[config.mk]
export PLATFORM = sky130hd
export DESIGN_NAME = uart_receiver
export DESIGN_NICKNAME = d
export VERILOG_FILES = /design/src/rtl/uart_receiver.sv
export SDC_FILE = /design/constraint.sdc
export NUM_CORES = 1
export LEC_CHECK = 0
export ABC_CLOCK_PERIOD_IN_PS = 3000
export CORE_AREA = 10 10 77 79
export DETAILED_ROUTE_END_ITERATION = 16
export DIE_AREA = 0 0 87 89
export SLEW_MARGIN = 20
export SYNTH_ARGS = -nofsm -noshare
export SYNTH_HDL_FRONTEND = slang
export SYNTH_SLANG_ARGS = --single-unit
[constraint.sdc]
create_clock -name clk -period 3 [get_ports clk]
set_input_delay 0.6 -clock clk [delete_from_list [all_inputs] [get_ports clk]]
set_output_delay 0.6 -clock clk [all_outputs]
set_load 0.01 [all_outputs]
[src/rtl/uart_receiver.sv]
// Oversampling UART receive path: LSB-first frames with optional parity and stop-bit checking.
// Optional feature: define UART_RX_BREAK_EN to add the break_o line-break indicator.
module uart_receiver #(
    parameter int OVERSAMPLE = 16,
    parameter int DATA_WIDTH = 8
) (
    input  logic                  clk,
    input  logic                  reset,
    input  logic                  baud_tick_i,
    input  logic                  rx_i,
    input  logic                  parity_en_i,
    input  logic                  parity_type_i,
    output logic [DATA_WIDTH-1:0] data_o,
    output logic                  valid_o,
    output logic                  parity_err_o,
    output logic                  frame_err_o,
    output logic                  busy_o
`ifdef UART_RX_BREAK_EN
    ,
    output logic                  break_o
`endif
);

    localparam int TW = (OVERSAMPLE > 1) ? $clog2(OVERSAMPLE) : 1;
    localparam int BW = (DATA_WIDTH > 1) ? $clog2(DATA_WIDTH) : 1;
    localparam logic [TW-1:0] TICK_HALF = TW'(OVERSAMPLE / 2 - 1);
    localparam logic [TW-1:0] TICK_LAST = TW'(OVERSAMPLE - 1);
    localparam logic [BW-1:0] BIT_LAST  = BW'(DATA_WIDTH - 1);

    typedef enum logic [2:0] {
        ST_IDLE,
        ST_START,
        ST_DATA,
        ST_PARITY,
        ST_STOP
    } state_t;

    state_t                  state_reg;
    logic                    rx_meta_reg;
    logic                    rx_s_reg;
    logic                    rx_prev_reg;
    logic [TW-1:0]           tick_cnt_reg;
    logic [BW-1:0]           bit_cnt_reg;
    logic [DATA_WIDTH-1:0]   shift_reg;
    logic                    par_en_reg;
    logic                    par_type_reg;
    logic                    par_err_reg;
    logic [DATA_WIDTH-1:0]   data_reg;
    logic                    valid_reg;
    logic                    parity_err_reg;
    logic                    frame_err_reg;
    logic                    busy_reg;
    logic                    expected_par_bit;
`ifdef UART_RX_BREAK_EN
    logic                    par_bit_reg;
    logic                    break_reg;
`endif

    // Even parity: bit equals XOR of data; odd parity: its complement.
    assign expected_par_bit = par_type_reg ? (^shift_reg) : (~^shift_reg);

    always_ff @(posedge clk) begin
        if (reset) begin
            state_reg      <= ST_IDLE;
            rx_meta_reg    <= 1'b1;
            rx_s_reg       <= 1'b1;
            rx_prev_reg    <= 1'b1;
            tick_cnt_reg   <= '0;
            bit_cnt_reg    <= '0;
            shift_reg      <= '0;
            par_en_reg     <= 1'b0;
            par_type_reg   <= 1'b0;
            par_err_reg    <= 1'b0;
            data_reg       <= '0;
            valid_reg      <= 1'b0;
            parity_err_reg <= 1'b0;
            frame_err_reg  <= 1'b0;
            busy_reg       <= 1'b0;
`ifdef UART_RX_BREAK_EN
            par_bit_reg    <= 1'b0;
            break_reg      <= 1'b0;
`endif
        end else begin
            rx_meta_reg <= rx_i;
            rx_s_reg    <= rx_meta_reg;
            rx_prev_reg <= rx_s_reg;
            valid_reg   <= 1'b0;

            case (state_reg)
                ST_IDLE: begin
                    busy_reg <= 1'b0;
                    // Only a genuine 1->0 transition arms a frame, so a stuck-low line stays idle.
                    if (rx_prev_reg && !rx_s_reg) begin
                        state_reg    <= ST_START;
                        tick_cnt_reg <= '0;
                        par_en_reg   <= parity_en_i;
                        par_type_reg <= parity_type_i;
                        busy_reg     <= 1'b1;
`ifdef UART_RX_BREAK_EN
                        par_bit_reg  <= 1'b0;
`endif
                    end
                end

                ST_START: begin
                    if (baud_tick_i) begin
                        if (tick_cnt_reg == TICK_HALF) begin
                            tick_cnt_reg <= '0;
                            bit_cnt_reg  <= '0;
                            state_reg    <= rx_s_reg ? ST_IDLE : ST_DATA;
                        end else begin
                            tick_cnt_reg <= tick_cnt_reg + 1'b1;
                        end
                    end
                end

                ST_DATA: begin
                    if (baud_tick_i) begin
                        if (tick_cnt_reg == TICK_LAST) begin
                            tick_cnt_reg <= '0;
                            shift_reg    <= {rx_s_reg, shift_reg[DATA_WIDTH-1:1]};
                            if (bit_cnt_reg == BIT_LAST) begin
                                state_reg <= par_en_reg ? ST_PARITY : ST_STOP;
                            end else begin
                                bit_cnt_reg <= bit_cnt_reg + 1'b1;
                            end
                        end else begin
                            tick_cnt_reg <= tick_cnt_reg + 1'b1;
                        end
                    end
                end

                ST_PARITY: begin
                    if (baud_tick_i) begin
                        if (tick_cnt_reg == TICK_LAST) begin
                            tick_cnt_reg <= '0;
                            par_err_reg  <= (rx_s_reg != expected_par_bit);
`ifdef UART_RX_BREAK_EN
                            par_bit_reg  <= rx_s_reg;
`endif
                            state_reg    <= ST_STOP;
                        end else begin
                            tick_cnt_reg <= tick_cnt_reg + 1'b1;
                        end
                    end
                end

                ST_STOP: begin
                    if (baud_tick_i) begin
                        if (tick_cnt_reg == TICK_LAST) begin
                            tick_cnt_reg   <= '0;
                            data_reg       <= shift_reg;
                            parity_err_reg <= par_en_reg & par_err_reg;
                            frame_err_reg  <= ~rx_s_reg;
                            valid_reg      <= 1'b1;
`ifdef UART_RX_BREAK_EN
                            break_reg      <= (shift_reg == '0) && !rx_s_reg &&
                                              (!par_en_reg || !par_bit_reg);
`endif
                            state_reg      <= ST_IDLE;
                        end else begin
                            tick_cnt_reg <= tick_cnt_reg + 1'b1;
                        end
                    end
                end

                default: state_reg <= ST_IDLE;
            endcase
        end
    end

    assign data_o       = data_reg;
    assign valid_o      = valid_reg;
    assign parity_err_o = parity_err_reg;
    assign frame_err_o  = frame_err_reg;
    assign busy_o       = busy_reg;
`ifdef UART_RX_BREAK_EN
    assign break_o      = break_reg;
`endif

endmodule
==> results of run 1 <==
[cells by family (layout without fill, tap and decap cells)]
kind of cell,count (synthesis),count (layout),share of synthesized area (%)
XOR/XNOR,8,8,5.05
multiplexers,17,17,10.2
adder cells (fa/ha/maj),3,3,2.26
AO/OA/AOI/OAI,26,26,8.89
flip-flops,36,36,43.4
buffers and inverters,13,29,4.75
AND/OR/NAND/NOR,78,78,25.4
[area by class of cell]
type,instances,share of cell area [%]
timing repair buffer,19,9.61
clock inverter,1,0.455
tap,54,3.51
sequential,36,37.4
inverter,2,0.390
clock buffer,7,3.96
multi-input combinational,132,44.7
[metrics by stage]
step	total power [mW]	std cells	instance area [µm²]
after floorplan	0.583	181	1660
after global placement	0.598	243	1840
after detailed placement	0.597	243	1840
after CTS	0.935	251	1930
after global routing	0.968	251	1930
final	0.920	251	1930
[metal layers]
layer,share of wire (%),up-vias,wire [µm],track usage [%]
met5,0,-,0,0
met3,4.8,7,148,3.83
met1,48,555,1480,9.82
met2,45,20,1390,14.0
li1,-,651,-,-
met4,2.5,0,78,4.86
[cell usage after synthesis (all sizes together) (4+ instances only)]
| cell type | n |
|---|---|
| or3 | 6 |
| nand2 | 18 |
| o21ai | 4 |
| or4b | 4 |
| xnor2 | 6 |
| dfxtp | 36 |
| nor2 | 29 |
| buf | 7 |
| a21oi | 17 |
| or2 | 4 |
| mux2i | 17 |
[final timing paths]
kind | startpoint | slack (ps) | cells past startpoint | end
setup / recovery | bit_cnt_reg[0] | 900 | 7 | bit_cnt_reg[1]
hold / removal | rx_meta_reg | 410 | 1 | rx_s_reg
setup reg to reg | bit_cnt_reg[0] | 900 | 7 | bit_cnt_reg[1]
hold reg to reg | rx_meta_reg | 410 | 1 | rx_s_reg
[power groups by stage]
stage	Sequential, mW	Combinational (mW)	Clock (mW)
finish	0.498	0.0876	0.334
global route	0.499	0.0980	0.371
CTS	0.498	0.0883	0.350
detailed placement	0.509	0.0880	0
global placement	0.509	0.0885	0
floorplan	0.501	0.0819	0
[cells in the final DEF (no fill, tap or decap), drive strengths merged]
cell type / instances
nand2: 18
nand3b: 1
nand4b: 1
o211ai: 2
mux2i: 17
xor2: 1
o21a: 1
buf: 2
a21oi: 17
nor2: 29
and2b: 1
or4: 1
nand3: 3
a2111oi: 1
nor3b: 3
xnor2: 6
or3: 6
clkdlybuf4s50: 17
o21ai: 4
and4: 1
inv: 2
or2: 4
xnor3: 1
and3: 1
nand4bb: 1
a31oi: 1
clkinv: 1
nand2b: 2
clkbuf: 7
nand4: 1
ha: 3
dfxtp: 36
nor2b: 1
or4b: 4
==> results.toml, run 1 <==
[cts]
cts_buffers = 5
cts_buffer_depth = 2
h-tree-depth = 2
cts_root_buf = "clkbuf_8"
post-cts-setup-buffers = 0
ctsHoldBuffers = 0
tritoncts = "done"
cts.sinks = 36
clk_pin_slew_worst_paths_ps = 70
clock_latency_ps = 290
cts_resized = 0

[floorplanning]
row_count = 25
die_area_um2 = 7740
die_y_um = 89
io_pins = 18
core_um2 = 4540
start_util_pct = 36.6
die_w_um = 87

[setup_path]
worst-path-buf-inv = 0
cp_cell_sequence = "ha_1 -> ha_1 -> nor3b_2 -> a21oi_1 -> or4b_4 -> or3_1 -> a21oi_1"
end_kind = "flop"
cp.arrival_ps = 2310
crit_type = "reg2reg"
crit_required_ps = 3210
crit_family = "simple AND/OR/NAND/NOR gates"
slowest_stage = "or4b_4"
crit_path_max_incr_delay_ps = 560
start_kind = "flop"
crit_fanout = 6

[placement]
dp_hpwl_um = 2150
portBuffers = 17
gp_congestion = 0.806
place_ws_ps = 654

[drt]
drcViolationCount = 0
routed_via_density = 4.91
route.final.wire_length_um = 3090
drt_iter0_drc = 50
ant_nets = 0
first_pass_iters = 4
vias = 1233
wl_per_cell_um = 12.3

[synthesis]
synth.top_cell.area_share_pct = 43.4
yosys-top-cells-area = "dfxtp_1 (43%), mux2i_1 (10%), nor2_1 (6.1%)"
synthesis.nets = 190
synth_top_cell_by_area = "dfxtp_1"
ys_seq_elements = 36
syn_inst = 181
ys_seq_area_share_pct = 43.4
synth_warnings = 0
synth_edf_count = 0
synth_ff_type = "dfxtp_1"
synth_cell_types = 42
netlist_area_um2 = 1660
avgSynthCellArea_um2 = 9.17
ys_async_sr_fraction_pct = 0

[global_route]
grt_usage_pct = 8.86
antenna_found_initial = 0
grt_pass1_wl_um = 5450
grt_max_degree = 26
grt_pass1_vias = 1196
grt_overflow = 0

[pwr]
pwr-share-clk_pct = 36.3
pwr-share-comb_pct = 9.5
p_sw_share_pct = 25.2
power_frac_seq_pct = 54.1
irDropWorstVdd_uv = 296
internal_power_uw = 688
p_leak_nw = 0.726
p_sw_uw = 232
powerDensity_nw_per_um2 = 477

[timing]
timing.final.ws_setup_ps = 904
worstMarginPinSlew_ps = 492
finalHoldViolations = 0
rsz0062_at_grt = "false"
finalCriticalPeriod_ps = 2100
finalMaxSlewViolations = 0
fmax_ghz = 0.477
fin_setup_tns_ps = 0
fin_skew_ps = 5.88
slew_headroom_pct = 67.2
setup_viol = 0
finalCritPeriodShare_pct = 69.9
holdWs_ps = 413

[layout]
syn_to_final_growth_pct = 16.1
utilization_pct = 42.5
fin_nets = 205
multiInputGateArea_um2 = 861
drive_gt1_share_pct = 9.64
layout.area.seq_um2 = 721
diodes = 0
n_fill_cell = 447

[worst_hold_path]
hold_class = "reg2reg"

[run_status]
outcome = "finished, final reports clean"

[run]
cap_violations = 0
(Power assumes the default switching activity.)
==> run 2, diff against run 1 <==
ABC_CLOCK_PERIOD_IN_PS = 1700   (was 3000)
clock period = 1.7 ns   (was 3 ns; I/O delays follow)
==> results.toml, run 2 (synthesized netlist as in run 1, its figures left out) <==
[run_status]
outcome = "finished, violations left"
failed_checks = "setup timing"

[placement]
gp_congestion = 0.799
dpl-instance-area_um2 = 2110
portBuffers = 17
dp_hpwl_um = 2560

[floorplanning]
die_w_um = 87
die_area_um2 = 7740
core_um2 = 4540
io_pins = 18
start_util_pct = 36.6
die_y_um = 89
row_count = 25

[drt]
wl_per_cell_um = 12.7
first_pass_iters = 4
ant_nets = 0
drt_iter0_drc = 59
route.final.wire_length_um = 3590
routed_via_density = 4.86
vias = 1376
drcViolationCount = 0

[cts]
clk_pin_slew_worst_paths_ps = 70
tritoncts = "done"
cts_buffers = 5
cts_buffer_depth = 2
cts_root_buf = "clkbuf_8"
clock_latency_ps = 290
h-tree-depth = 2
cts.sinks = 36

[setup_path]
reg2reg_slack_ps = -250
start_kind = "flop"
path_depth = 7
slowest_stage = "or4b_4"
cp.arrival_ps = 2170
crit_family = "simple AND/OR/NAND/NOR gates"
crit_fanout = 6
crit_type = "reg2reg"
cp-startpoint = "bit_cnt_reg[1]"
end_kind = "flop"
worst-path-buf-inv = 0
r2r-start = "bit_cnt_reg[1]"
cp_cell_sequence = "ha_4 -> ha_4 -> nor3b_2 -> a21oi_1 -> or4b_4 -> or3_1 -> a21oi_1"
crit_path_max_incr_delay_ps = 520
r2r_cells = 7
r2r-end = "bit_cnt_reg[2]"
cp-endpoint = "bit_cnt_reg[2]"
crit_required_ps = 1920

[worst_hold_path]
hold_class = "reg2reg"

[pwr]
powerDensity_nw_per_um2 = 747
p_leak_nw = 0.898
pwr-share-clk_pct = 32.6
irDropWorstVdd_uv = 457
power_frac_seq_pct = 49.8
p_sw_uw = 438
pwr-share-comb_pct = 17.6
p_sw_share_pct = 25.2
internal_power_mw = 1.30

[timing]
finalCriticalPeriod_ps = 1950
finalMaxSlewViolations = 0
finalHoldViolations = 0
setup_viol = 6
finalCritPeriodShare_pct = 115
fin_setup_tns_ps = -805
timing.final.ws_setup_ps = -249
fmax_ghz = 0.513
slew_headroom_pct = 84.5
fin_skew_ps = 6.55
rsz0062_at_grt = "true"
worstMarginPinSlew_ps = 233

[global_route]
grt_max_degree = 14
grt_overflow = 0
grt_pass1_wl_um = 6010
grt_usage_pct = 9.82
antenna_found_initial = 0
grt_pass1_vias = 1339

[run]
cap_violations = 0

[layout]
layout_commonest_cell = "buf_4"
utilization_pct = 51.3
drive_gt1_share_pct = 30.6
diodes = 0
syn_to_final_growth_pct = 40.1
fin_nets = 238
fin_area_um2 = 2330
final_cell_mix = "buf_4 (33), dfxtp_1 (30), nor2_1 (26)"
[run 2: routing by layer]
layer | global-route usage, % | part of all wire, % | vias to the layer above
li1 | - | - | 719
met1 | 11.5 | 47 | 635
met2 | 15.3 | 48 | 16
met3 | 3.37 | 3.2 | 6
met4 | 5.60 | 1.7 | 0
met5 | 0 | 0 | -
[run 2: worst min-delay path by stage]
stage	slack, ps	endpoint	from	cells past startpoint
floorplan	390	rx_s_reg	rx_meta_reg	1
global placement	390	rx_s_reg	rx_meta_reg	1
detailed placement	400	rx_s_reg	rx_meta_reg	1
CTS	410	rx_s_reg	rx_meta_reg	1
global route	420	rx_s_reg	rx_meta_reg	1
finish	410	rx_s_reg	rx_meta_reg	1
[run 2: final cells by class]
class                      count  area [µm²]
tap                           54        67.6
fill                         404        2210
multi-input combinational    132         981
clock buffer                   6        72.6
clock inverter                 1        5.00
timing repair buffer          52         457
sequential                    36         736
inverter                       2        7.51
[run 2: what timing repair did]
item,CTS,global route
setup buffers,2,4
pin swaps,7,7
gates resized for setup,14,14
setup endpoints to repair,9,14
hold buffers,0,0
[run 2: power groups by stage]
stage,sequential [mW],combinational [mW],clock [mW]
2_1_floorplan,0.884,0.156,0
6_report,0.865,0.305,0.567
3_3_place_gp,0.887,0.232,0
5_1_grt,0.866,0.335,0.609
4_1_cts,0.865,0.262,0.583
3_5_place_dp,0.887,0.230,0
[run 2: stage by stage]
stage                     worst slack, ps  total power [mW]  hold WS (ps)  instances
after floorplan                      -173              1.04           389        181
after global placement               -275              1.12           392        270
after detailed placement             -308              1.12           395        270
after CTS                            -264              1.71           411        279
after global routing                 -302              1.81           424        283
final                                -249              1.74           410        283
==> run 3, diff against run 2 <==
CTS_CLUSTER_SIZE = 10   (was unset)
==> results of run 3 <==
No change in the layout: final DEF, timing and power equal those of run 2.
